--- config.mk ---
export PLATFORM = sky130hd
export DESIGN_NAME = nvp_pe_controller
export DESIGN_NICKNAME = d
export VERILOG_FILES = /design/src/rtl/nvp_pe_controller.sv
export SDC_FILE = /design/constraint.sdc
export NUM_CORES = 1
export LEC_CHECK = 0
export ABC_CLOCK_PERIOD_IN_PS = 6950
export CAP_MARGIN = 20
export CORE_UTILIZATION = 35
export CTS_CLUSTER_DIAMETER = 80
export DETAILED_ROUTE_END_ITERATION = 8
export GPL_ROUTABILITY_DRIVEN = 0
export PLACE_DENSITY = 0.48
export SLEW_MARGIN = 40
export SYNTH_ARGS = -nofsm -noshare
export SYNTH_HDL_FRONTEND = slang
export SYNTH_SLANG_ARGS = --single-unit
--- constraint.sdc ---
create_clock -name clk -period 6.95 [get_ports clk]
set_clock_uncertainty 0.1 [all_clocks]
set_input_delay 0.695 -clock clk [delete_from_list [all_inputs] [get_ports clk]]
set_output_delay 0.695 -clock clk [all_outputs]
set_load 0.02 [all_outputs]
--- src/rtl/nvp_pe_controller.sv ---
// Processing-element controller: MAC accumulate, 8.8 quantize with saturation, optional ReLU.
// Define NVP_PE_MAX_POOLING_EN to build the max-pooling stage (cfg_pooling/cfg_pool_count).
module nvp_pe_controller #(
  parameter int DATA_WIDTH        = 16,
  parameter int WEIGHT_WIDTH      = 16,
  parameter int UNQUANTIZED_WIDTH = 48,
  parameter int HALF_DATA_WIDTH   = 8
) (
  input  logic                    clk,
  input  logic                    resetn,
  input  logic                    cfg_valid,
  output logic                    cfg_ready,
  input  logic [15:0]             cfg_kernel_len,
  input  logic [15:0]             cfg_num_outputs,
  input  logic                    cfg_activation,
  input  logic                    cfg_pooling,
  input  logic [3:0]              cfg_pool_count,
  input  logic                    in_valid,
  output logic                    in_ready,
  input  logic [DATA_WIDTH-1:0]   in_data,
  input  logic [WEIGHT_WIDTH-1:0] in_weight,
  output logic                    out_valid,
  input  logic                    out_ready,
  output logic [DATA_WIDTH-1:0]   out_data,
  output logic                    busy
);
  localparam int PROD_WIDTH = DATA_WIDTH + WEIGHT_WIDTH;
  localparam int QW         = UNQUANTIZED_WIDTH - HALF_DATA_WIDTH;

  typedef enum logic [1:0] {IDLE, ACCUM, QUANT, OUT} state_t;
  state_t state_q, state_d;

  logic [15:0]                  kernel_last_q, outputs_last_q, mac_cnt_q, out_cnt_q;
  logic                         relu_q;
  logic [UNQUANTIZED_WIDTH-1:0] acc_q;
  logic [DATA_WIDTH-1:0]        out_data_q;

  logic                         beat, mac_last, out_hs, out_last, pool_continue;
  logic signed [PROD_WIDTH-1:0] product;
  logic [UNQUANTIZED_WIDTH-1:0] product_ext;
  logic [QW-1:0]                q_full;
  logic [DATA_WIDTH-1:0]        q_sat, act_val, result;
  logic                         unused_frac;

  assign cfg_ready = (state_q == IDLE);
  assign in_ready  = (state_q == ACCUM);
  assign out_valid = (state_q == OUT);
  assign busy      = (state_q != IDLE);
  assign out_data  = out_data_q;

  assign beat     = in_valid && in_ready;
  assign mac_last = (mac_cnt_q == kernel_last_q);
  assign out_hs   = out_valid && out_ready;
  assign out_last = (out_cnt_q == outputs_last_q);

  assign product     = $signed(in_data) * $signed(in_weight);
  assign product_ext = {{(UNQUANTIZED_WIDTH-PROD_WIDTH){product[PROD_WIDTH-1]}}, product};

  // Fits in DATA_WIDTH only when all bits above the result sign agree with it
  assign q_full      = acc_q[UNQUANTIZED_WIDTH-1:HALF_DATA_WIDTH];
  assign unused_frac = ^acc_q[HALF_DATA_WIDTH-1:0];
  always_comb begin
    q_sat = q_full[DATA_WIDTH-1:0];
    if (q_full[QW-1:DATA_WIDTH-1] != '0 && q_full[QW-1:DATA_WIDTH-1] != '1)
      q_sat = q_full[QW-1] ? {1'b1, {(DATA_WIDTH-1){1'b0}}} : {1'b0, {(DATA_WIDTH-1){1'b1}}};
  end
  assign act_val = (relu_q && q_sat[DATA_WIDTH-1]) ? '0 : q_sat;

`ifdef NVP_PE_MAX_POOLING_EN
  logic                  pool_en_q;
  logic [3:0]            pool_last_q, pool_cnt_q;
  logic [DATA_WIDTH-1:0] pool_max_q, pool_next;

  assign pool_next     = (pool_cnt_q == 4'd0 || $signed(act_val) > $signed(pool_max_q)) ? act_val : pool_max_q;
  assign pool_continue = pool_en_q && (pool_cnt_q != pool_last_q);
  assign result        = pool_en_q ? pool_next : act_val;

  always_ff @(posedge clk or negedge resetn) begin
    if (!resetn) begin
      pool_en_q   <= 1'b0;
      pool_last_q <= '0;
      pool_cnt_q  <= '0;
      pool_max_q  <= '0;
    end else begin
      if (state_q == IDLE && cfg_valid) begin
        pool_en_q   <= cfg_pooling;
        pool_last_q <= (cfg_pool_count == '0) ? '0 : cfg_pool_count - 4'd1;
        pool_cnt_q  <= '0;
      end else if (state_q == QUANT && pool_en_q) begin
        pool_max_q <= pool_next;
        pool_cnt_q <= pool_cnt_q + 4'd1;
      end else if (out_hs) begin
        pool_cnt_q <= '0;
      end
    end
  end
`else
  logic unused_pool_cfg;
  assign unused_pool_cfg = cfg_pooling ^ (^cfg_pool_count);
  assign pool_continue   = 1'b0;
  assign result          = act_val;
`endif

  always_ff @(posedge clk or negedge resetn) begin
    if (!resetn) state_q <= IDLE;
    else         state_q <= state_d;
  end

  always_comb begin
    state_d = state_q;
    case (state_q)
      IDLE:    if (cfg_valid) state_d = ACCUM;
      ACCUM:   if (beat && mac_last) state_d = QUANT;
      QUANT:   state_d = pool_continue ? ACCUM : OUT;
      OUT:     if (out_hs) state_d = out_last ? IDLE : ACCUM;
      default: state_d = IDLE;
    endcase
  end

  always_ff @(posedge clk or negedge resetn) begin
    if (!resetn) begin
      kernel_last_q  <= '0;
      outputs_last_q <= '0;
      mac_cnt_q      <= '0;
      out_cnt_q      <= '0;
      relu_q         <= 1'b0;
      acc_q          <= '0;
      out_data_q     <= '0;
    end else begin
      case (state_q)
        IDLE: if (cfg_valid) begin
          kernel_last_q  <= (cfg_kernel_len == '0) ? '0 : cfg_kernel_len - 16'd1;
          outputs_last_q <= (cfg_num_outputs == '0) ? '0 : cfg_num_outputs - 16'd1;
          relu_q         <= cfg_activation;
          acc_q          <= '0;
          mac_cnt_q      <= '0;
          out_cnt_q      <= '0;
        end
        ACCUM: if (beat) begin
          acc_q     <= acc_q + product_ext;
          mac_cnt_q <= mac_cnt_q + 16'd1;
        end
        QUANT: begin
          if (pool_continue) begin
            acc_q     <= '0;
            mac_cnt_q <= '0;
          end else begin
            out_data_q <= result;
          end
        end
        OUT: if (out_ready) begin
          out_cnt_q <= out_cnt_q + 16'd1;
          acc_q     <= '0;
          mac_cnt_q <= '0;
        end
        default: ;
      endcase
    end
  end

endmodule

Word level (Yosys, flattened, before mapping). Index checks and enable logic that the tools add are counted.

Multiplexer cells: 20. Add/subtract/negate cells: 5. Multipliers: 1. Reductions and logical operators: 15. Equal/unequal tests: 11. Bitwise operators: 1.

Operators with widths (count): 16-bit 2-to-1 mux (9); 48-bit 2-to-1 mux (3); 48-bit case mux with 3 select lines (1); 48-bit adder (1); 16-bit case mux with 3 select lines (1); 16-bit by 1-bit adder with 16-bit output (second input constant) (2); 16-bit equality test (2); 16-bit logical NOT (2); 16-bit by 16-bit multiplier with 32-bit output (1); 16-bit case mux with 2 select lines (1); 16-bit by 1-bit subtractor with 16-bit output (second input constant) (2); 25-bit != test (second input constant) (1); 25-bit nonzero test (1); 2-bit by 1-bit != test with 1-bit output (second input constant) (4); 2-bit case mux with 4 select lines (1); 2-bit 2-to-1 mux (3); 3-bit AND reduction (2); 1-bit logical AND (5); 2-bit equality test (second input constant) (2); 4-bit AND reduction (1); 2-bit nonzero test (2); 2-bit by 1-bit equality test with 1-bit output (second input constant) (1); 2-bit logical NOT (1); 2-bit != test (second input constant) (1); 3 further kinds (3).

Word-level logic and storage cells: 61. Input port bits: 75. Flip-flop bits (word level): 131. Output and inout port bits: 20.

Longest topological paths before layout.
Depth after elaboration: 5. Depth in mapped cells: 36. Mapped depth without buffers: 34.

Worst setup path before layout. No wires, ideal clock.

Kind: input to register. From: in in_data[15]. To: reg acc_q[47]. Setup time: 0.131 ns. Buffers on the path: 1. Required time: 6.719 ns. Cell stages on the path: 28. Slack: -1.518 ns. Data arrival time: 8.237 ns. Cells stage by stage: clkbuf_1 -> nand2_1 -> inv_1 -> fa_1 -> fa_1 -> fa_1 -> fa_1 -> fa_1 -> fa_1 -> ha_1 -> a21o_1 -> a21o_1 -> a21oi_1 -> o21ai_0 -> a31oi_1 -> mux2i_1 -> nand3b_1 -> ha_1 -> a21o_1 -> a21o_1 -> a21oi_1 -> o21ai_0 -> a21oi_1 -> o21ai_1 -> a311oi_1 -> xnor2_1 -> mux2i_1 -> o21ai_1.

Cells in the longest elaborated chain, start to end: 4.

Ends and longest elaborated chain: from (decl) (RTL line 20) `input logic [DATA_WIDTH-1:0] in_data,`; 16-bit by 16-bit multiplier with 32-bit output (RTL line 56) `assign product = $signed(in_data) * $signed(in_weight);`; 48-bit adder (RTL line 140) `acc_q <= acc_q + product_ext;`; 48-bit 2-to-1 mux (RTL line 139) `ACCUM: if (beat) begin`; 48-bit case mux with 3 select lines (RTL line 130) `case (state_q)`; to (signal assigned) (RTL line 140); to (decl) (RTL line 35) `logic [UNQUANTIZED_WIDTH-1:0] acc_q;`.

No other way between the ends. The select of a mux whose other input is x is not followed. A chain may end at the register's enable or synchronous reset.

Worst setup path in the final report.
From: in in_weight[6]. To: reg acc_q[40].

Cells in the longest elaborated chain, start to end: 4.

Ends and longest elaborated chain: from (decl) (RTL line 21) `input logic [WEIGHT_WIDTH-1:0] in_weight,`; 16-bit by 16-bit multiplier with 32-bit output (RTL line 56); 48-bit adder (RTL line 140); 48-bit 2-to-1 mux (RTL line 139); 48-bit case mux with 3 select lines (RTL line 130).

No other way between the ends. The select of a mux whose other input is x is not followed.

==> impl_metrics.tcl <==
set metrics [dict create \
    start_util_pct 35.5 \
    htree_num_levels 4 \
    status "finished, violations left" \
    slew_violations 0 \
    crit_path_start_kind "input pin" \
    antenna_cells 0 \
    tightest_slew_ns 0.767 \
    rsz0062_at_grt "yes" \
    seq_area_frac_synth_pct 17.5 \
    cpPeakStageDelay_ns 0.54 \
    final_area_sq_um 25800 \
    die_area_sq_um 54500 \
    antenna_found_initial 0 \
    drt-total-wl_um 52200 \
    clkSlewWorstSetupHoldPaths_ns 0.06 \
    area_growth_pct 37.7 \
    fin_ws_ns -1.08 \
    rr_endpoint "acc_q[46]$_DFFE_PN0P_" \
    grt_pass1_wl_um 87500 \
    final_nets 3037 \
    failed_checks "DRC, setup timing" \
    io_pins 95 \
    hold_viol_final 0 \
    crit_fanout 5 \
    relSlewSlack_pct 48.8 \
    clk_latency_ns 0.43 \
    drc 16 \
    grt_usage_pct 20.1 \
    synth_top_cell_by_area "fa_1" \
    cts.sinks 131 \
    drt_iter0_markers 730 \
    cts_hold_buf 0 \
    cts_tree "done" \
    cp.required_ns 7.16 \
    ys_seq_elements 131 \
    hold_class "in2async" \
    synth_warnings 0 \
    rows 84 \
    period_share_pct 116 \
    synth-edff-count 0 \
    syn_area_sq_um 18800 \
    dpl_cell_area_sq_um 23100 \
    reg2reg_slack_ns 3.52 \
    crit_slowest_cell "fa_1" \
    crit_start "in_weight[6]" \
    min_period_ns 8.03 \
    hpwlAfterDp_um 41300 \
    core_area_sq_um 52800 \
    dieWidth_um 233 \
    fmax_mhz 125 \
    viasPerCell 4.83 \
    rr_startpoint "acc_q[0]$_DFFE_PN0P_" \
    drive_gt1_share_pct 29.2 \
    syn-instance-count 2099 \
    crit_top_cell "fa_1" \
    synth_area_leaders "fa_1 (28%), dfrtp_1 (17%), ha_1 (9.3%)" \
    cp-end-kind "flop" \
    async_reset_ff_share_pct 100 \
    synth_ff_type "dfrtp_1" \
    grt_pass1_vias 16765 \
    wire_per_inst_um 16.0 \
    syn_area_per_cell_sq_um 8.93 \
    vias 15764 \
    io_buffer_count 89 \
    dr.pass1.iters 7 \
    numCtsBuffers 17 \
    synth_nets 2576 \
    cp-endpoint "acc_q[40]$_DFFE_PN0P_" \
    grt_max_degree 71 \
    worstPathArrival_ns 8.24 \
    cap_viol_max_count 0 \
    synth_top_area_share_pct 28.1 \
    clk_path_buf_depth 2 \
    ant_nets 0 \
    die_height_um 233 \
    setup_viol 30 \
    reg2regPathDepth 14 \
    fillerInstances 5067 \
    worstSetupPathType "in2reg" \
    clock-root-buffer "clkbuf_16" \
    gr-total-overflow 0 \
    synthDistinctLibCells 83 \
]
## cells by family (layout without fill, tap and decap cells)
kind of cell | Yosys count | in the layout | share of synthesized area, %
AND/OR/NAND/NOR | 654 | 654 | 17.2
adder cells (fa/ha/maj) | 402 | 402 | 37.4
buffers and inverters | 398 | 872 | 8.41
AO/OA/AOI/OAI | 359 | 359 | 12.3
XOR/XNOR | 147 | 147 | 6.87
flip-flops | 131 | 131 | 17.5
multiplexers | 8 | 8 | 0.440
## flip-flops by register name, summed over array words and instances (netlist names)
name / count
acc_q: 48
kernel_last_q: 16
mac_cnt_q: 16
out_cnt_q: 16
out_data: 16
outputs_last_q: 16
state_q: 2
relu_q: 1
## placed cells by master (no fill, tap or decap), types with 20 or more instances in the layout
cell type,instances
buf_4,342
inv_1,303
fa_1,245
nand2_1,227
dfrtp_1,131
and2_1,107
ha_1,104
xor2_1,77
nor2_1,76
buf_6,75
clkdlybuf4s50_1,57
o21ai_0,54
o21ai_1,49
a21oi_1,49
xnor2_1,48
a21o_1,47
ha_4,30
nand3_1,29
nand4_1,24
and2_4,22
a21oi_2,20
nor4_1,20
## critical path: cells and delay by family
| family | cells | cell delay (ns) |
|---|---|---|
| fa+ha+maj | 8 | 3.62 |
| simple gates | 8 | 1.12 |
| compound gates | 11 | 2.12 |
| buf+inv | 8 | 0.67 |
## worst min path at each step
stage                         start               endpoint
2_1_floorplan                resetn   acc_q[0]$_DFFE_PN0P_
3_3_place_gp   acc_q[0]$_DFFE_PN0P_   acc_q[0]$_DFFE_PN0P_
3_5_place_dp   acc_q[0]$_DFFE_PN0P_   acc_q[0]$_DFFE_PN0P_
4_1_cts                      resetn  acc_q[41]$_DFFE_PN0P_
5_1_grt                      resetn  acc_q[41]$_DFFE_PN0P_
6_report                     resetn  acc_q[41]$_DFFE_PN0P_
## synthesized netlist by cell type, types with 4 or more instances
cell	count
inv_1	324
fa_1	263
nand2_1	250
ha_1	139
dfrtp_1	131
and2_1	129
nor2_1	95
xor2_1	81
a21oi_1	78
o21ai_0	75
xnor2_1	66
clkbuf_1	58
a21o_1	47
o21ai_1	40
nand3_1	34
nand4_1	24
nor3_1	23
nor4_1	21
o211ai_1	19
and3_1	15
nor2b_1	12
nand2b_1	11
a211oi_1	10
a31oi_1	10
o21a_1	9
o21bai_1	9
o31ai_1	9
or3_1	7
mux2i_1	6
o31a_1	6
a21o_2	5
nand3b_1	5
a31o_2	4
and4_1	4
or4_1	4
## area by class of cell
type | count | area, sq um | area share [%]
clock buffer | 20 | 457 | 1.77
clock inverter | 12 | 166 | 0.644
inverter | 324 | 1220 | 4.74
multi-input combinational | 1570 | 15300 | 59.4
sequential | 131 | 3280 | 12.7
tap | 688 | 861 | 3.33
timing repair buffer | 516 | 4490 | 17.4
## metal layers
layer / track usage (%) / wire length (um) / vias to the layer above
li1: - / - / 7713
met1: 28.0 / 25100 / 7811
met2: 33.4 / 25000 / 190
met3: 1.97 / 1200 / 50
met4: 4.91 / 993 / 0
met5: 0 / 0 / -
## through the flow
step	util (%)	cells	setup slack, ns	hold slack, ns	setup TNS (ns)
floorplan	-	2099	-1.00	0.299	-13.52
global placement	43.7	3136	-2.17	0.359	-53.34
detailed placement	43.8	3136	-2.21	0.364	-52.97
CTS	47.2	3231	-1.06	0.186	-20.62
global route	48.9	3261	-1.40	0.211	-29.24
finish	48.9	3261	-1.08	0.167	-20.01
## repair_timing
item	in CTS	in global routing
setup endpoints to repair	35	32
pin swaps	159	173
gates cloned	4	1
buffers inserted	63	35
resized for setup	276	149
Power is left out: the tool's default activity adds up to more than one toggle a clock period on the data nets, which glitch-free logic cannot reach.
